## src/rtl/data_sync_pkg.sv

```systemverilog
// Shared constants for the MCP-CDC destination stage (data_synchronizer).
package data_sync_pkg;

  localparam logic DS_IDLE      = 1'b0;
  localparam logic DS_FULL      = 1'b1;
  localparam int   DS_BUS_WIDTH = 8;
  localparam int   DS_OVR_CNT_W = 8;

  typedef enum logic {
    ST_IDLE = DS_IDLE,
    ST_FULL = DS_FULL
  } ds_state_e;

endpackage

```

## src/rtl/data_synchronizer_if.sv

```systemverilog
// Crossed bus plus consumer handshake for data_synchronizer.
// DATA_SYNC_OVERRUN_COUNT_EN adds the overrun_count signal.
interface data_synchronizer_if
  import data_sync_pkg::*;
#(
  parameter int BUS_WIDTH = DS_BUS_WIDTH
);

  logic [BUS_WIDTH-1:0]    unsync_bus;
  logic                    bus_enable;
  logic                    sync_ready;
  logic [BUS_WIDTH-1:0]    sync_bus;
  logic                    sync_valid;
  logic                    enable_pulse;
  logic                    overrun;
`ifdef DATA_SYNC_OVERRUN_COUNT_EN
  logic [DS_OVR_CNT_W-1:0] overrun_count;
`endif

  // The synchroniser is the slave of the source/consumer side.
  modport slave (
    input  unsync_bus, bus_enable, sync_ready,
`ifdef DATA_SYNC_OVERRUN_COUNT_EN
    output overrun_count,
`endif
    output sync_bus, sync_valid, enable_pulse, overrun
  );

  modport master (
    output unsync_bus, bus_enable, sync_ready,
`ifdef DATA_SYNC_OVERRUN_COUNT_EN
    input  overrun_count,
`endif
    input  sync_bus, sync_valid, enable_pulse, overrun
  );

endinterface

```

## src/rtl/data_synchronizer_pulse_gen.sv

```systemverilog
// Rising-edge detector on the synchronised enable (holds en_prev).
module pulse_gen (
  input  logic clk,
  input  logic reset,
  input  logic en_sync,
  output logic rise
);

  logic en_prev;

  // NOTE: reset is synchronous here, so it lives inside the clocked branch
  // and is not in the sensitivity list; sequential state uses <= only.
  always_ff @(posedge clk) begin
    if (reset) en_prev <= 1'b0;
    else       en_prev <= en_sync;
  end

  assign rise = en_sync & ~en_prev;

endmodule

```

## src/rtl/data_synchronizer.sv

```systemverilog
// MCP CDC destination stage: synchronise bus_enable, capture on its rise,
// hand data to the consumer via valid/ready. Option: DATA_SYNC_OVERRUN_COUNT_EN.
module data_synchronizer
  import data_sync_pkg::*;
#(
  parameter int STAGE_COUNT = 2,
  parameter int BUS_WIDTH   = DS_BUS_WIDTH
) (
  input  logic               clk,
  input  logic               reset,
  data_synchronizer_if.slave bus
);

  logic [STAGE_COUNT-1:0] sync_chain;
  logic                   en_sync;
  logic                   rise;
  logic                   ovr_next;
  ds_state_e              state;
  logic [BUS_WIDTH-1:0]   sync_bus_q;
  logic                   enable_pulse_q;
  logic                   overrun_q;

  always_ff @(posedge clk) begin
    if (reset) sync_chain <= '0;
    else       sync_chain <= {sync_chain[STAGE_COUNT-2:0], bus.bus_enable};
  end

  assign en_sync = sync_chain[STAGE_COUNT-1];

  pulse_gen u_pulse_gen (
    .clk     (clk),
    .reset   (reset),
    .en_sync (en_sync),
    .rise    (rise)
  );

  // A fresh capture while unconsumed data is pending and nobody is reading it.
  assign ovr_next = rise & (state == ST_FULL) & ~bus.sync_ready;

  always_ff @(posedge clk) begin
    if (reset) begin
      state          <= ST_IDLE;
      sync_bus_q     <= '0;
      enable_pulse_q <= 1'b0;
      overrun_q      <= 1'b0;
    end else begin
      enable_pulse_q <= rise;
      overrun_q      <= ovr_next;
      if (rise) sync_bus_q <= bus.unsync_bus;
      case (state)
        ST_IDLE: if (rise) state <= ST_FULL;
        ST_FULL: if (bus.sync_ready && !rise) state <= ST_IDLE;
        default: state <= ST_IDLE;
      endcase
    end
  end

  assign bus.sync_bus     = sync_bus_q;
  assign bus.sync_valid   = (state == ST_FULL);
  assign bus.enable_pulse = enable_pulse_q;
  assign bus.overrun      = overrun_q;

`ifdef DATA_SYNC_OVERRUN_COUNT_EN
  logic [DS_OVR_CNT_W-1:0] ovr_cnt;

  // Saturates at all-ones; only reset clears it.
  always_ff @(posedge clk) begin
    if (reset)                        ovr_cnt <= '0;
    else if (ovr_next && ovr_cnt != '1) ovr_cnt <= ovr_cnt + 1'b1;
  end

  assign bus.overrun_count = ovr_cnt;
`endif

endmodule
```

## src/flat_wrapper.sv

```systemverilog
// flat-port wrapper written by rule: the top's interface ports become plain ports
module data_synchronizer_flat import data_sync_pkg::*;
#(
  parameter int STAGE_COUNT = 2,
  parameter int BUS_WIDTH   = DS_BUS_WIDTH
)
  (clk, reset, bus_unsync_bus, bus_bus_enable, bus_sync_ready, bus_sync_bus, bus_sync_valid, bus_enable_pulse, bus_overrun);
  data_synchronizer_if #(.BUS_WIDTH(BUS_WIDTH)) bus_i ();
  input  logic clk;
  input  logic reset;
  input wire logic [$bits(bus_i.unsync_bus)-1:0] bus_unsync_bus;
  input wire logic [$bits(bus_i.bus_enable)-1:0] bus_bus_enable;
  input wire logic [$bits(bus_i.sync_ready)-1:0] bus_sync_ready;
  output wire logic [$bits(bus_i.sync_bus)-1:0] bus_sync_bus;
  output wire logic [$bits(bus_i.sync_valid)-1:0] bus_sync_valid;
  output wire logic [$bits(bus_i.enable_pulse)-1:0] bus_enable_pulse;
  output wire logic [$bits(bus_i.overrun)-1:0] bus_overrun;
  assign bus_i.unsync_bus = bus_unsync_bus;
  assign bus_i.bus_enable = bus_bus_enable;
  assign bus_i.sync_ready = bus_sync_ready;
  assign bus_sync_bus = bus_i.sync_bus;
  assign bus_sync_valid = bus_i.sync_valid;
  assign bus_enable_pulse = bus_i.enable_pulse;
  assign bus_overrun = bus_i.overrun;
  data_synchronizer #(.STAGE_COUNT(STAGE_COUNT), .BUS_WIDTH(BUS_WIDTH)) u_core (.clk(clk), .reset(reset), .bus(bus_i));
endmodule
```

## config.mk

```make
export PLATFORM = sky130hd
export DESIGN_NAME = data_synchronizer_flat
export DESIGN_NICKNAME = d
export VERILOG_FILES = /design/src/rtl/data_sync_pkg.sv /design/src/rtl/data_synchronizer_if.sv /design/src/rtl/data_synchronizer_pulse_gen.sv /design/src/rtl/data_synchronizer.sv /design/src/flat_wrapper.sv
export SDC_FILE = /design/constraint.sdc
export NUM_CORES = 1
export LEC_CHECK = 0
export BUFFER_PORTS_ARGS = -buffer_cell sky130_fd_sc_hd__buf_2
export CORE_AREA = 2 2 39 41
export CTS_CLUSTER_SIZE = 28
export DETAILED_ROUTE_END_ITERATION = 10
export DIE_AREA = 0 0 41 43
export PLACE_DENSITY = 0.72
export SLEW_MARGIN = 40
export SYNTH_ARGS = -nofsm -noshare
export SYNTH_HDL_FRONTEND = slang
export SYNTH_SLANG_ARGS = --single-unit
export TNS_END_PERCENT = 100
```

## constraint.sdc

```tcl
create_clock -name clk -period 0.94 [get_ports clk]
set_input_delay 0.188 -clock clk [delete_from_list [all_inputs] [get_ports clk]]
set_output_delay 0.188 -clock clk [all_outputs]
set_load 0.005 [all_outputs]
```

==> metrics.md, run 1 <==
| Metric | Value |
|---|---|
| Outcome | `complete, no violations` |
| Multiplexer share of the synthesized area | `0` |
| Hold Crit Class | `in2reg` |
| Yosys warnings | `0` |
| Post-synth top cells | `dfxtp_1 (14), nand2b_1 (10), nand4bb_1 (8), o21ai_0 (7), nor2b_1 (3)` |
| M2 GR Usage | `0.1875` |
| Row Count | `14` |
| WL/cell | `10.79 um` |
| Max stage delay cell, worst path | `dfxtp_1` |
| Cell variety after synth | `12` |
| Peak fanout along the critical path | `2` |
| Final Hold Viols | `0` |
| Root buf cell | `clkbuf_4` |
| Worst rel slew slack | `0.8053` |
| Syn Nets | `63` |
| Max incr delay on CP | `0.34 ns` |
| Most common cell in the netlist | `dfxtp_1` |
| Post-synthesis compound-gate area fraction | `0.08018` |
| Post-Synth Adder-Cell Area | `0` |
| Worst Tran Pin Value | `0.2921 ns` |
| Tot GR Track Use | `0.1335` |
| Post-synthesis sequential area ratio | `0.4989` |
| Period utilization | `0.9653` |
| Mapped cell area | `561.8 um^2` |
| Starting density of the core | `0.4060` |
| Final Max Slew Viols | `0` |
| Routed WL | `960 um` |
| EDFF count, synth | `0` |
| Critical path class | `reg2out` |
| Antenna violations before repair | `0` |
| Die height | `43 um` |
| Post-Syn Instances | `51` |
| Post-CTS setup buffers | `0` |
| GR Util met3 | `0.03141` |
| Critical path launch point type | `flip-flop` |
| Dpl hpwl | `688.3 um` |
| TritonRoute pass-1 iters | `3` |
| VDD IR max | `0.0009231 V` |
| Final Worst Setup Slack | `0.03266 ns` |
| Min cycle time layout | `0.9073 ns` |
| Worst-case clock buffer depth | `2` |
| CORE AREA | `1384 um^2` |
| Fmax | `1102 MHz` |
| DRC viols | `0` |
| Fraction of registers with async set/reset | `0` |
| Io pins | `23` |
| GRT Residual Overflow | `0` |
| Hold-fix buffers at CTS | `0` |
| Primary FF master, synth | `dfxtp_1` |
| CTS tree | `built` |
| Final GP Congestion | `0.6824` |
| Diodes inserted | `0` |
| Worst clock skew | `0.004669 ns` |
| Area growth from synthesis to layout | `25.17%` |
| Post-synthesis simple-gate area fraction | `0.3764` |
| CP cell instances | `buf_2` |
| H-tree levels | `1` |
| Synth Register Bits | `14` |
| Vias per inst | `4.775` |
| Power per cell area | `1472 nW/um^2` |
| Initial drt markers | `1` |
| Largest family of logic cells by synthesized area | `simple AND/OR/NAND/NOR gates` |
| GR peak layer | `met2` |
| Area of the die | `1763 um^2` |
| Req. time, crit path | `0.75 ns` |
| Xor and xnor area share after synthesis | `0` |
| Worst skew pair latency | `0.27 ns` |
| Crit end category | `primary output` |
| Clock transition at path regs | `0.08 ns` |
| Vias in the first global route | `395` |
| Met1 Use GR | `0.1776` |
| Critical path arrival | `0.72 ns` |
| Area share of the largest cell type after synthesis | `0.4989` |
| RSZ-0062 raised after global routing | `no` |
| CTS sink count | `14` |
| Post-place setup slack | `0.002550 ns` |
| Final instance area | `703.2 um^2` |
| Largest net degree at the start of global routing | `21` |
| CP top delay family | `flip-flops` |
| Final setup TNS | `0 ns` |
| Share of layout cells above drive strength 1 | `0.4658` |
| P_leak | `0.2976 nW` |
| Mapped Avg Cell Area | `11.02 um^2` |
| CTS Buf Count | `3` |
| Nets | `87` |
| Top cells by area, synth | `dfxtp_1 (50%), nand4bb_1 (16%), nand2b_1 (11%)` |
| Max-Cap Viols | `0` |
| Via count | `425` |
| Die W | `41 um` |
| DRT antenna net count | `0` |
| Buf+Inv Stages, Crit Path | `1` |
| First-pass GRT wire length | `1.559 mm` |
| CTS-repair resized insts | `1` |
| Placed cell areas | `674.4 um^2` |
| Final Setup Violations | `0` |
| Largest area contributor in the netlist | `dfxtp_1` |
| Port Buffers | `22` |
-- kinds of logic after synthesis --
family,count (synthesis)
flip-flops,14
AO/OA/AOI/OAI,9
AND/OR/NAND/NOR,24
buffers and inverters,4
-- final cells by class --
| class | instances | area, um^2 |
|---|---|---|
| multi-input cells | 33 | 256.5 |
| repair buffers | 23 | 117.6 |
| clock buffers | 3 | 22.52 |
| well taps | 16 | 20.02 |
| flip-flops and latches | 14 | 286.5 |
| fillers | 133 | 680.7 |
-- final timing paths --
path / to / start / slack, ns / cells after the start
worst min register to register: u_core.sync_chain[1] / u_core.sync_chain[0] / 0.45 / 1
worst min-delay path: u_core.sync_chain[0] / bus_bus_enable / 0.13 / 2
worst max-delay path: bus_sync_bus[2] / u_core.bus.sync_bus[2] / 0.03 / 1
worst max register to register: u_core.bus.sync_bus[7] / u_core.u_pulse_gen.en_prev / 0.11 / 2
-- layout by cell type (no fill, tap or decap) --
cell type,synthesis,final
clkbuf_4,0,3
nand4bb_1,8,8
nor2b_4,2,2
nor2b_1,3,3
a21oi_1,1,1
nor3b_2,1,1
o21ai_0,7,7
nand2b_1,10,10
buf_2,2,22
o21ai_1,1,1
dfxtp_1,14,9
buf_4,0,1
dfxtp_2,0,5
-- flip-flops by register name, indices dropped and copies added (netlist names) --
signal and cells:
u_core.bus.enable_pulse 1, u_core.bus.sync_valid 1, u_core.bus.overrun 1, u_core.bus.sync_bus 8, u_core.sync_chain 2, u_core.u_pulse_gen.en_prev 1
-- layer usage --
metal / routed length, um / up-vias
met5: 0 / -
li1: - / 222
met2: 465 / 12
met1: 423 / 189
met3: 64 / 2
met4: 6 / 0
-- power breakdown --
group	internal (mW)	switching [mW]
logic	0.0549	0.0362
clock network	0.148	0.170
registers	0.613	0.0121
total	0.816	0.219
-- per-stage QoR --
step	cells	power [mW]	util	hold WS [ns]
floorplan	51	0.6899	-	0.3162
global placement	86	0.7289	0.4873	0.4047
detailed placement	86	0.7309	0.4873	0.4073
CTS	89	1.051	0.5045	0.1253
global route	89	1.083	0.5081	0.1293
finish	89	1.035	0.5081	0.1301
Note: power is estimated with default switching activity, not from simulation.
==> inputs of run 2 (changes only) <==
REMOVE_ABC_BUFFERS = 1   (was not set)
==> run 2 against run 1 <==
Critical path depth stayed put. Core utilization is 3.3 points higher. Worst hold slack worse by 0.0067 ns. Combinational power is 12% higher.
==> metrics.md, run 2 (synthesized netlist as in run 1, its figures left out) <==
| Metric | Value |
|---|---|
| Max stage delay cell, worst path | `dfxtp_1` |
| Worst rel slew slack | `0.8089 (+0.003564)` |
| Max reg flops | `8 (unchanged)` |
| Critical path class | `reg2out` |
| CTS Buf Count | `3 (unchanged)` |
| Fill cells | `129 (-3.0%)` |
| Starting density of the core | `0.4060 (unchanged)` |
| Vias per inst | `4.717 (-1.2%)` |
| Final GP Congestion | `0.6696 (-1.9%)` |
| Port Buffers | `22 (unchanged)` |
| Row Count | `14 (unchanged)` |
| Metal1 wirelength | `459 um (+8.5%)` |
| Post-place setup slack | `0.04427 ns (+0.04172 ns)` |
| Final Hold Viols | `0 (unchanged)` |
| Io pins | `23 (unchanged)` |
| Area growth from synthesis to layout | `33.41%` |
| Min cycle time layout | `0.9089 ns (+0.001594 ns)` |
| Worst hold slack | `0.1234 ns (-0.006658 ns)` |
| Power per cell area | `1539 nW/um^2 (+4.6%)` |
| Clock transition at path regs | `0.08 ns (about the same)` |
| Buf+Inv Stages, Crit Path | `1 (unchanged)` |
| Final Core Density | `0.5416 (+0.03345)` |
| Final Max Slew Viols | `0 (unchanged)` |
| Max incr delay on CP | `0.34 ns (about the same)` |
| Post-CTS setup buffers | `0 (unchanged)` |
| Max-Cap Viols | `0 (unchanged)` |
| Fmax | `1100 MHz (-0.18%)` |
| Period utilization | `0.9669 (+0.001696)` |
| VDD IR max | `0.001029 V (+11%)` |
| Hold-fix buffers at CTS | `0 (unchanged)` |
| Worst Tran Pin Value | `0.2867 ns (-0.005345 ns)` |
| Area of the die | `1763 um^2 (unchanged)` |
| P_leak | `0.3189 nW (+7.1%)` |
| CTS-repair resized insts | `0 (-1)` |
| Req. time, crit path | `0.75 ns (about the same)` |
| Root buf cell | `clkbuf_4` |
| WL met3 | `69 um (+7.8%)` |
| Outcome | `complete, no violations` |
| Most common cell after layout, fill and taps aside | `buf_2` |
| Critical path launch point type | `flip-flop` |
| Peak fanout along the critical path | `2 (unchanged)` |
| H-tree levels | `1 (unchanged)` |
| TritonRoute pass-1 iters | `4 (+1)` |
| WP depth | `1 (unchanged)` |
| CP top delay family | `flip-flops` |
| Worst clock skew | `0.002198 ns (-0.002471 ns)` |
| Tot GR Track Use | `0.1346 (+0.001147)` |
| Die height | `43 um (unchanged)` |
| DRT antenna net count | `0 (unchanged)` |
| CTS tree | `built` |
| Die W | `41 um (unchanged)` |
| Hold Crit Class | `in2reg` |
| WL met2 | `478 um (+2.8%)` |
| Crit end category | `primary output` |
| Most frequent cells in the layout | `buf_2 (20), nand2b_1 (10), dfxtp_2 (9)` |
| Routed WL | `1.015 mm (+5.7%)` |
| Largest net degree at the start of global routing | `21 (unchanged)` |
| Vias in the first global route | `390 (-1.3%)` |
| Critical path arrival | `0.72 ns (about the same)` |
| WHS Path Cells | `2 (unchanged)` |
| Worst skew pair latency | `0.27 ns (about the same)` |
| CORE AREA | `1384 um^2 (unchanged)` |
| Final Worst Setup Slack | `0.03107 ns (-0.001594 ns)` |
| WL/cell | `11.03 um (+2.3%)` |
| Diodes inserted | `0 (unchanged)` |
| Top sig layer | `met4` |
| CTS sink count | `14 (unchanged)` |
| First-pass GRT wire length | `1.593 mm (+2.2%)` |
| Share of layout cells above drive strength 1 | `0.5395 (+0.07372)` |
| DRC viols | `0 (unchanged)` |
| Antenna violations before repair | `0 (unchanged)` |
| R2R cell count | `2 (unchanged)` |
| GRT Residual Overflow | `0 (unchanged)` |
| Final setup TNS | `0 ns (unchanged)` |
| Power after layout | `1.154 mW (+11%)` |
| Final Setup Violations | `0 (unchanged)` |
| Worst-case clock buffer depth | `2 (unchanged)` |
| CP cell instances | `buf_2` |
| Initial drt markers | `4 (+3)` |
| Nets | `89 (+2.3%)` |
| Via count | `434 (+2.1%)` |
| Dpl hpwl | `723.8 um (+5.2%)` |
-- run 2: changes by cell type in the layout (fill, tap and decap cells not counted) --
cell / previous run / this run
buf_6: 0 / 2
dfxtp_2: 5 / 9
dfxtp_1: 9 / 5
buf_4: 1 / 3
buf_2: 22 / 20
clkbuf_8: 0 / 1
-- run 2: stage by stage --
| stage | cell area, um^2 | cells |
|---|---|---|
| after floorplan | 536.8 | 47 |
| after global placement | 689.4 | 88 |
| after detailed placement | 689.4 | 88 |
| after CTS | 725.7 | 92 |
| after global routing | 749.5 | 92 |
| final | 749.5 | 92 |
-- run 2: layer usage --
metal,vias up,GRT usage
met2,14,0.2063
li1,229,-
met4,0,0.08000
met5,-,0
met1,189,0.1485
met3,2,0.05236
-- run 2: area by class of cell --
cell class                 count  area (um^2)  share of cell area
tap                           16        20.02             0.02671
clock buffer                   4        36.28             0.04841
sequential                    14        291.5              0.3890
timing repair buffer          25        145.1              0.1937
multi-input combinational     33        256.5              0.3422
-- run 2: path summary, 6_finish.rpt --
path | slack [ns] | to | startpoint
worst max register to register | 0.08 | u_core.bus.sync_bus[6] | u_core.sync_chain[1]
worst min register to register | 0.45 | u_core.sync_chain[1] | u_core.sync_chain[0]
worst max-delay path | 0.03 | bus_sync_valid | u_core.bus.sync_valid
worst min-delay path | 0.12 | u_core.sync_chain[0] | bus_bus_enable
-- run 2: power breakdown --
part / switching (mW) / total (mW) / internal (mW)
clock: 0.192 / 0.428 / 0.235
combinational: 0.0402 / 0.102 / 0.0613
sequential: 0.0101 / 0.625 / 0.614
total: 0.243 / 1.15 / 0.911
==> inputs of run 3 (changes only) <==
SETUP_SLACK_MARGIN = 0.15   (was not set)
==> run 3 against run 2 <==
Critical path depth did not move. Global-route usage rose by 1.0 points. Routed wire length rose by 7.2%. Power rose by 2.4%. Sequential share of layout area fell by 4.0 points. Final cell count rose by 4.3%. Worst setup slack improved by 0.0011 ns. Fmax rose by 0.12%. Flip-flop and latch count did not move. Critical endpoint is now bus_sync_bus[2]. Largest cell class unchanged. Largest power group unchanged.
==> metrics.md, run 3 (synthesized netlist as in run 1, its figures left out) <==
| Metric | Value |
|---|---|
| Vias in the first global route | `401 (+2.8%)` |
| Critical path arrival | `0.72 ns (about the same)` |
| Port Buffers | `22 (unchanged)` |
| Final Core Density | `0.6139 (+0.07233)` |
| R2R Path Start | `u_core.sync_chain[1]` |
| Die W | `41 um (unchanged)` |
| Clock transition at path regs | `0.08 ns (about the same)` |
| Nets | `93 (+4.5%)` |
| First-pass GRT wire length | `1.669 mm (+4.8%)` |
| Critical path class | `reg2out` |
| Routed WL | `1.088 mm (+7.2%)` |
| GRT Residual Overflow | `0 (unchanged)` |
| CP cell instances | `buf_6` |
| CTS sink count | `14 (unchanged)` |
| CP top delay family | `flip-flops` |
| R2R cell count | `3 (+1)` |
| Share of layout cells above drive strength 1 | `0.6875 (+0.1480)` |
| Crit end category | `primary output` |
| Final Setup Violations | `0 (unchanged)` |
| Starting density of the core | `0.4060 (unchanged)` |
| Worst Tran Pin Value | `0.2844 ns (-0.002327 ns)` |
| Die height | `43 um (unchanged)` |
| TritonRoute pass-1 iters | `4 (unchanged)` |
| Most common cell after layout, fill and taps aside | `buf_2` |
| Fmax | `1102 MHz (+0.12%)` |
| Final Max Slew Viols | `0 (unchanged)` |
| Power per cell area | `1390 nW/um^2 (-9.7%)` |
| Row Count | `14 (unchanged)` |
| Final setup TNS | `0 ns (unchanged)` |
| Worst skew pair latency | `0.28 ns (about the same)` |
| Req. time, crit path | `0.75 ns (about the same)` |
| Final Hold Viols | `0 (unchanged)` |
| WHS Path Cells | `2 (unchanged)` |
| Min-delay src | `bus_bus_enable` |
| Area of the die | `1763 um^2 (unchanged)` |
| Max reg flops | `8 (unchanged)` |
| CTS tree | `built` |
| Worst-case clock buffer depth | `2 (unchanged)` |
| Min cycle time layout | `0.9079 ns (-0.001075 ns)` |
| DRT antenna net count | `0 (unchanged)` |
| Largest net degree at the start of global routing | `21 (unchanged)` |
| Via count | `453 (+4.4%)` |
| Worst hold slack | `0.1222 ns (-0.001276 ns)` |
| Dpl hpwl | `723.8 um (unchanged)` |
| Io pins | `23 (unchanged)` |
| Hold Crit Class | `in2reg` |
| Tot GR Track Use | `0.1447 (+0.01012)` |
| DRC viols | `0 (unchanged)` |
| Max-Cap Viols | `0 (unchanged)` |
| Worst clock skew | `0.001561 ns (-0.0006366 ns)` |
| Outcome | `complete, no violations` |
| WL/cell | `11.33 um (+2.7%)` |
| RSZ-0062 raised after global routing | `yes` |
| VDD IR max | `0.001034 V (+0.47%)` |
| Critical path launch point type | `flip-flop` |
| H-tree levels | `1 (unchanged)` |
| Area growth from synthesis to layout | `51.22%` |
| Diodes inserted | `0 (unchanged)` |
| CORE AREA | `1384 um^2 (unchanged)` |
| Final instance area | `849.6 um^2 (+13%)` |
| Max incr delay on CP | `0.34 ns (about the same)` |
| Root buf cell | `clkbuf_4` |
| Final GP Congestion | `0.6696 (unchanged)` |
| Hold EP | `u_core.sync_chain[0]` |
| Power after layout | `1.181 mW (+2.4%)` |
| Period utilization | `0.9658 (-0.001144)` |
| P_leak | `0.3595 nW (+13%)` |
| Vias per inst | `4.719 (about the same)` |
| CTS Buf Count | `3 (unchanged)` |
| Antenna violations before repair | `0 (unchanged)` |
| R2R setup slack | `0.10 ns (+0.02 ns)` |
| Worst rel slew slack | `0.8104 (+0.001551)` |
| Buf+Inv Stages, Crit Path | `1 (unchanged)` |
| Most frequent cells in the layout | `buf_2 (18), dfxtp_2 (10), nand2b_1 (9), buf_6 (9), nand4bb_1 (8)` |
| Peak fanout along the critical path | `2 (unchanged)` |
| FF-to-FF End | `u_core.bus.sync_bus[1]` |
| Max stage delay cell, worst path | `dfxtp_2` |
| Initial drt markers | `6 (+2)` |
| Placed cell areas | `689.4 um^2 (unchanged)` |
[run 3: cell count changes in the layout (fill, tap and decap cells not counted), sizes merged]
cell,previous run,this run
buf,25,29
[run 3: power breakdown]
| part | switching (mW) | internal, mW | total (mW) |
|---|---|---|---|
| Clock | 0.191 | 0.236 | 0.427 |
| Combinational | 0.0490 | 0.0810 | 0.130 |
| Sequential | 0.0117 | 0.613 | 0.625 |
| Total | 0.252 | 0.929 | 1.18 |
[run 3: stage by stage]
stage / std cells / setup WS, ns
detailed placement: 88 / 0.04427
CTS: 96 / 0.02125
global placement: 88 / 0.07728
floorplan: 47 / 0.05334
finish: 96 / 0.03215
global route: 96 / -0.004238
[run 3: cell type report]
class / count / area [um^2]
multi-input cells: 33 / 290.3
repair buffers: 29 / 206.4
well taps: 16 / 20.02
flip-flops and latches: 14 / 296.5
clock buffers: 4 / 36.28
fillers: 120 / 534.3
[run 3: worst max path at each step]
stage                     slack [ns]                        from                      to  cells past startpoint
final                           0.03      u_core.bus.sync_bus[2]         bus_sync_bus[2]                      1
after global routing          -0.004      u_core.bus.sync_bus[5]         bus_sync_bus[5]                      1
after CTS                       0.02      u_core.bus.sync_bus[2]         bus_sync_bus[2]                      1
after detailed placement        0.04  u_core.u_pulse_gen.en_prev  u_core.bus.sync_bus[3]                      3
after global placement          0.08  u_core.u_pulse_gen.en_prev  u_core.bus.sync_bus[7]                      3
after floorplan                 0.05        u_core.sync_chain[1]  u_core.bus.sync_bus[1]                      2
[run 3: metal layers]
layer,up-vias,wire (um),GRT usage
met2,14,525,0.2000
li1,234,-,-
met4,0,8,0.1000
met5,-,0,0
met3,2,66,0.05236
met1,203,488,0.1782
[run 3: repair_timing]
item                                    in CTS  in global routing
hold endpoints to repair                     0                  0
resized for setup                           24                 13
pin swaps                                   15                  3
cloned                                       1                  0
hold buffers                                 0                  0
setup buffers                                3                  0
endpoints found under the setup margin      20                 20
